==> config.mk <==
export PLATFORM = sky130hd
export DESIGN_NAME = mio_bus_bridge_flat
export DESIGN_NICKNAME = d
export VERILOG_FILES = /design/src/rtl/mio_bus_bridge_if.sv /design/src/rtl/mio_bus_bridge.sv /design/src/flat_wrapper.sv
export SDC_FILE = /design/constraint.sdc
export NUM_CORES = 1
export LEC_CHECK = 0
export CORE_MARGIN = 8
export CORE_UTILIZATION = 30
export CTS_CLUSTER_SIZE = 40
export DETAILED_ROUTE_END_ITERATION = 8
export PLACE_DENSITY = 0.66
export REMOVE_ABC_BUFFERS = 1
export SKIP_LAST_GASP = 1
export SYNTH_ARGS = -nofsm -noshare
export SYNTH_HDL_FRONTEND = slang
export SYNTH_SLANG_ARGS = --single-unit
==> constraint.sdc <==
create_clock -name clk -period 2.65 [get_ports clk]
set_input_delay 0.265 -clock clk [delete_from_list [all_inputs] [get_ports clk]]
set_output_delay 0.265 -clock clk [all_outputs]
set_load 0.02 [all_outputs]
==> src/rtl/mio_bus_bridge_if.sv <==
// CPU-side, block-RAM and peripheral-bus signals of the memory/IO bridge.
// The bridge uses the master modport; the CPU/RAM/peripheral side uses slave.
interface mio_bus_if #(
  parameter int RAM_AW = 10
);
  logic              MemRead;
  logic              MemWrite;
  logic              CPU_MIO;
  logic [31:0]       addr;
  logic [31:0]       Data_out;
  logic [31:0]       Data_in;
  logic              MIO_ready;
  logic [RAM_AW-1:0] mem_addr;
  logic [31:0]       mem_din;
  logic              mem_we;
  logic [31:0]       mem_dout;
  logic [31:0]       io_addr;
  logic [31:0]       io_din;
  logic              io_rd;
  logic              io_we;
  logic [31:0]       io_dout;
  logic              io_ack;
  logic              bus_err;

  modport master (
    input  MemRead, MemWrite, CPU_MIO, addr, Data_out, mem_dout, io_dout, io_ack,
    output Data_in, MIO_ready, mem_addr, mem_din, mem_we, io_addr, io_din,
           io_rd, io_we, bus_err
  );

  modport slave (
    output MemRead, MemWrite, CPU_MIO, addr, Data_out, mem_dout, io_dout, io_ack,
    input  Data_in, MIO_ready, mem_addr, mem_din, mem_we, io_addr, io_din,
           io_rd, io_we, bus_err
  );
endinterface

==> src/rtl/mio_bus_bridge.sv <==
// Memory/IO bus bridge: routes ctrl requests to block RAM or the peripheral bus.
// Optional IO timeout abort is enabled with `define MIO_TIMEOUT_EN.
module mio_bus_bridge #(
  parameter int RAM_AW     = 10,
  parameter int RAM_WAIT   = 1,
  parameter int IO_TIMEOUT = 64
) (
  input logic       clk,
  input logic       reset,
  mio_bus_if.master bus
);

  typedef enum logic [1:0] {S_IDLE, S_RAM, S_IO, S_DONE} state_t;

  state_t      r_state;
  state_t      w_next;
  logic [31:0] r_addr;
  logic [31:0] r_wdata;
  logic [31:0] r_din;
  logic        r_is_write;
  logic        r_err;
  logic [3:0]  r_cnt;

  logic w_req;
  logic w_io_sel;
  logic w_timeout;
  logic w_mem_we;
  logic w_io_rd;
  logic w_io_we;
  logic w_ready;

  assign w_req    = bus.CPU_MIO & (bus.MemRead | bus.MemWrite);
  assign w_io_sel = (bus.addr[31:29] == 3'b111);

`ifdef MIO_TIMEOUT_EN
  localparam int TMO_W = $clog2(IO_TIMEOUT + 1);
  logic [TMO_W-1:0] r_tmo;
  // Timeout fires in the IO_TIMEOUT-th strobe cycle when no ack has arrived.
  assign w_timeout = (r_tmo == TMO_W'(IO_TIMEOUT - 1));
`else
  assign w_timeout = 1'b0;
`endif

  always_comb begin
    w_next   = r_state;
    w_mem_we = 1'b0;
    w_io_rd  = 1'b0;
    w_io_we  = 1'b0;
    w_ready  = 1'b0;
    case (r_state)
      S_IDLE: begin
        if (w_req) w_next = w_io_sel ? S_IO : S_RAM;
      end
      S_RAM: begin
        // Counter still at its load value only in the first RAM cycle.
        w_mem_we = r_is_write && (r_cnt == 4'(RAM_WAIT));
        if (r_cnt == 4'd0) w_next = S_DONE;
      end
      S_IO: begin
        w_io_rd = ~r_is_write;
        w_io_we = r_is_write;
        if (bus.io_ack || w_timeout) w_next = S_DONE;
      end
      S_DONE: begin
        w_ready = 1'b1;
        w_next  = S_IDLE;
      end
      default: w_next = S_IDLE;
    endcase
  end

  always_ff @(posedge clk) begin
    if (!reset) r_state <= S_IDLE;
    else        r_state <= w_next;
  end

  always_ff @(posedge clk) begin
    if (!reset) begin
      r_addr     <= '0;
      r_wdata    <= '0;
      r_din      <= '0;
      r_is_write <= 1'b0;
      r_err      <= 1'b0;
      r_cnt      <= '0;
`ifdef MIO_TIMEOUT_EN
      r_tmo      <= '0;
`endif
    end else begin
      case (r_state)
        S_IDLE: begin
          if (w_req) begin
            r_addr     <= bus.addr;
            r_wdata    <= bus.Data_out;
            r_is_write <= bus.MemWrite;
            r_cnt      <= 4'(RAM_WAIT);
`ifdef MIO_TIMEOUT_EN
            r_tmo      <= '0;
`endif
            if (bus.MemRead && bus.MemWrite) r_err <= 1'b1;
          end
        end
        S_RAM: begin
          if (r_cnt != 4'd0)    r_cnt <= r_cnt - 4'd1;
          else if (!r_is_write) r_din <= bus.mem_dout;
        end
        S_IO: begin
`ifdef MIO_TIMEOUT_EN
          if (!w_timeout) r_tmo <= r_tmo + TMO_W'(1);
`endif
          if (bus.io_ack) begin
            if (!r_is_write) r_din <= bus.io_dout;
          end else if (w_timeout) begin
            if (!r_is_write) r_din <= 32'hDEAD_BEEF;
            r_err <= 1'b1;
          end
        end
        default: ;
      endcase
    end
  end

  assign bus.Data_in   = r_din;
  assign bus.MIO_ready = w_ready;
  assign bus.mem_addr  = r_addr[RAM_AW+1:2];
  assign bus.mem_din   = r_wdata;
  assign bus.mem_we    = w_mem_we;
  assign bus.io_addr   = r_addr;
  assign bus.io_din    = r_wdata;
  assign bus.io_rd     = w_io_rd;
  assign bus.io_we     = w_io_we;
  assign bus.bus_err   = r_err;

endmodule

==> src/flat_wrapper.sv <==
// flat-port wrapper written by rule: the top's interface ports become plain ports
module mio_bus_bridge_flat 
#(
  parameter int RAM_AW     = 10,
  parameter int RAM_WAIT   = 1,
  parameter int IO_TIMEOUT = 64
)
  (clk, reset, bus_MemRead, bus_MemWrite, bus_CPU_MIO, bus_addr, bus_Data_out, bus_mem_dout, bus_io_dout, bus_io_ack, bus_Data_in, bus_MIO_ready, bus_mem_addr, bus_mem_din, bus_mem_we, bus_io_addr, bus_io_din, bus_io_rd, bus_io_we, bus_bus_err);
  mio_bus_if #(.RAM_AW(RAM_AW)) bus_i ();
  input logic clk;
  input logic reset;
  input wire logic [$bits(bus_i.MemRead)-1:0] bus_MemRead;
  input wire logic [$bits(bus_i.MemWrite)-1:0] bus_MemWrite;
  input wire logic [$bits(bus_i.CPU_MIO)-1:0] bus_CPU_MIO;
  input wire logic [$bits(bus_i.addr)-1:0] bus_addr;
  input wire logic [$bits(bus_i.Data_out)-1:0] bus_Data_out;
  input wire logic [$bits(bus_i.mem_dout)-1:0] bus_mem_dout;
  input wire logic [$bits(bus_i.io_dout)-1:0] bus_io_dout;
  input wire logic [$bits(bus_i.io_ack)-1:0] bus_io_ack;
  output wire logic [$bits(bus_i.Data_in)-1:0] bus_Data_in;
  output wire logic [$bits(bus_i.MIO_ready)-1:0] bus_MIO_ready;
  output wire logic [$bits(bus_i.mem_addr)-1:0] bus_mem_addr;
  output wire logic [$bits(bus_i.mem_din)-1:0] bus_mem_din;
  output wire logic [$bits(bus_i.mem_we)-1:0] bus_mem_we;
  output wire logic [$bits(bus_i.io_addr)-1:0] bus_io_addr;
  output wire logic [$bits(bus_i.io_din)-1:0] bus_io_din;
  output wire logic [$bits(bus_i.io_rd)-1:0] bus_io_rd;
  output wire logic [$bits(bus_i.io_we)-1:0] bus_io_we;
  output wire logic [$bits(bus_i.bus_err)-1:0] bus_bus_err;
  assign bus_i.MemRead = bus_MemRead;
  assign bus_i.MemWrite = bus_MemWrite;
  assign bus_i.CPU_MIO = bus_CPU_MIO;
  assign bus_i.addr = bus_addr;
  assign bus_i.Data_out = bus_Data_out;
  assign bus_i.mem_dout = bus_mem_dout;
  assign bus_i.io_dout = bus_io_dout;
  assign bus_i.io_ack = bus_io_ack;
  assign bus_Data_in = bus_i.Data_in;
  assign bus_MIO_ready = bus_i.MIO_ready;
  assign bus_mem_addr = bus_i.mem_addr;
  assign bus_mem_din = bus_i.mem_din;
  assign bus_mem_we = bus_i.mem_we;
  assign bus_io_addr = bus_i.io_addr;
  assign bus_io_din = bus_i.io_din;
  assign bus_io_rd = bus_i.io_rd;
  assign bus_io_we = bus_i.io_we;
  assign bus_bus_err = bus_i.bus_err;
  mio_bus_bridge #(.RAM_AW(RAM_AW), .RAM_WAIT(RAM_WAIT), .IO_TIMEOUT(IO_TIMEOUT)) u_core (.clk(clk), .reset(reset), .bus(bus_i));
endmodule
==> impl_metrics.csv <==
group,metric,value,unit
outcome,status,"finished clean",
synth,yosysTopAreaCellShare,43.9,%
grt,grt_overflow,0,
grt,antenna_found_initial,0,
route,wire_per_inst,15.6,um
hold_path,hold_class,"in -> reg",
run,cap_violations,0,
grt,grt_pass1_wl,23600,um
setup_path,critPathRequiredTime,2.38,ns
setup_path,cp-start-kind,"flip-flop",
clock_tree,cts-root-buf,"clkbuf_16",
synth,syn_area,4740,sq um
sta,finalHoldViolations,0,
floorplan,coreArea,15700,sq um
grt,track_usage,14.9,%
power,powerDensity,807,nW/um^2
sta,min_period,2.41,ns
synth,synth_edf_count,0,
sta,clock.fmax,0.414,GHz
power,peakVddDrop,0.333,mV
clock_tree,cts_buffers,9,
synth,synth_area_leader_cell,"dfxtp_1",
synth,syn_avg_cell_area,8.42,sq um
sta,setup_violations,0,
floorplan,die_h,142,um
placed_design,port_buffers,276,
floorplan,start_util,30.3,%
clock_tree,path_clk_slew,0.07,ns
grt,grt_max_degree,64,
synth,synth.most_common_cell,"nand2_1",
route,dr_total_vias,4413,
power,finalPower,6.19,mW
route,wirelength,15500,um
floorplan,io_pins,277,
setup_path,r2r_slack,0.36,ns
route,drtIter0Drc,137,
sta,maxSlewHeadroom,39.9,%
clock_tree,cts_sinks,104,
sta,slew_viol_final,0,
finish,area_growth,61.8,%
synth,ys.flop_type,"dfxtp_1",
placed_design,place_congestion,0.762,
synth,synth_area_leaders,"dfxtp_1 44%, nand2_1 16%, mux2_2 7.8%",
sta,finalCritPeriodShare,91.1,%
hold_path,whs_path_depth,3,
sta,worstMarginPinSlew,0.901,ns
setup_path,crit-reg2reg-launch,"u_core.r_cnt[0]",
finish,drive_gt1_share,7.69,%
hold_path,hold-path-endpoint,"u_core.bus.Data_in[21]",
placed_design,hpwl,12000,um
finish,utilization,49.0,%
sta,fin_skew,0.00889,ns
setup_path,ff2ff_path_depth,5,
grt,grt_pass1_vias,4319,
synth,ys_ff_latch,104,
setup_path,worst-setup-path-type,"reg -> out",
floorplan,die_x,142,um
route,drtAntennaViolNets,0,
synth,yosys-top-cells-count,"199 x nand2_1, 104 x dfxtp_1, 67 x a21oi_1",
synth,ys_seq_area_share,43.9,%
setup_path,cp.arrival,2.15,ns
hold_path,hold_start,"reset",
clock_tree,clock_latency,0.34,ns
sta,fin_setup_tns,0,ns
synth,synthCells,563,
finish,diodes,0,
finish,fill_cells,1559,
clock_tree,clockBufferDepth,2,
synth,yosys.cell_types.count,34,
synth,synthArstFlopShare,0,%
sta,rsz0062_at_grt,"no",
setup_path,cp_max_fo,7,
clock_tree,cts_hold_buf,0,
setup_path,worstSetupEndpointType,"output port",
clock_tree,cts_setup_buffers,0,
floorplan,rows,46,
clock_tree,cts_tree,"done",
route,drc_errors,0,
clock_tree,h-tree-depth,3,
synth,yosys_warnings,0,
finish,fin_nets,921,
setup_path,r2r_end,"u_core.bus.Data_in[29]",
floorplan,dieArea,20100,sq um
route,dr.pass1.iters,4,
route,viasPerCell,4.43,
power,leakagePower,2.93,nW
worst max-delay path by stage:
stage	cells past startpoint	start	endpoint
after global routing	5	u_core.r_state[1]	bus_mem_we
after global placement	5	u_core.r_cnt[0]	u_core.bus.Data_in[15]
after CTS	5	u_core.r_state[1]	bus_mem_we
after detailed placement	5	u_core.r_cnt[0]	u_core.bus.Data_in[14]
final	5	u_core.r_state[1]	bus_mem_we
after floorplan	3	bus_MemWrite	u_core.r_cnt[0]
layout make-up:
type / count / area [sq um] / area share (%)
Clock inverter: 3 / 67.6 / 0.881
Multi-Input combinational cell: 374 / 2140 / 28.0
Inverter: 6 / 22.5 / 0.294
Sequential cell: 104 / 2080 / 27.1
Tap cell: 216 / 270 / 3.52
Clock buffer: 11 / 243 / 3.16
Timing Repair Buffer: 282 / 2840 / 37.0
metal layers:
layer | wire (um) | part of all wire (%) | GRT usage, %
met5 | 0 | 0 | 0
met2 | 6930 | 45 | 24.1
met1 | 6540 | 42 | 17.1
met4 | 156 | 1.0 | 4.75
met3 | 1900 | 12 | 7.02
registers in the layout (all words and copies together), names as in the netlist:
name,flops
u_core.r_is_write,1
u_core.bus.io_addr,32
u_core.r_cnt,4
u_core.bus.Data_in,32
u_core.bus.io_din,32
u_core.r_state,2
u_core.bus.bus_err,1
report_power, final:
part           leakage, nW  internal [mW]  switching, mW
clock                0.148          0.844          0.564
combinational         1.94           1.32           1.38
sequential           0.851           1.87          0.198
logic make-up after synthesis:
group           synth area share (%)
compound gates                  9.61
fa+ha+maj                       2.64
buf+inv                         10.9
flops                           43.9
mux                             15.0
simple gates                    17.9
worst max-delay path, stage by stage (launching register included):
cell and delay [ns]:
dfxtp_1 0.34, inv_1 0.15, ha_2 0.28, nor3b_1 0.24, and3_1 0.20, clkdlybuf4s50_1 0.61
through the flow:
stage               setup slack, ns  hold slack, ns  area [sq um]  std cells
finish                        0.237           0.391          7670        996
global route                 0.0554           0.412          7670        996
CTS                           0.145           0.371          7670        996
detailed placement            0.361           0.446          7360        982
global placement              0.423           0.442          7360        982
floorplan                    -0.787           0.401          4250        484
placed cells by master (no fill, tap or decap), types with 5 or more instances in the layout:
| master | n |
|---|---|
| dfxtp_1 | 104 |
| nand2_1 | 199 |
| clkdlybuf4s50_1 | 275 |
| clkbuf_16 | 9 |
| ha_1 | 9 |
| inv_1 | 5 |
| mux2i_1 | 34 |
| mux2_2 | 33 |
| a21oi_1 | 67 |
timing repair:
action,CTS,global route
resized for setup,0,1
endpoints found under the hold margin,0,0
endpoints found under the setup margin,0,1
Power figures use the tool's default switching activity.
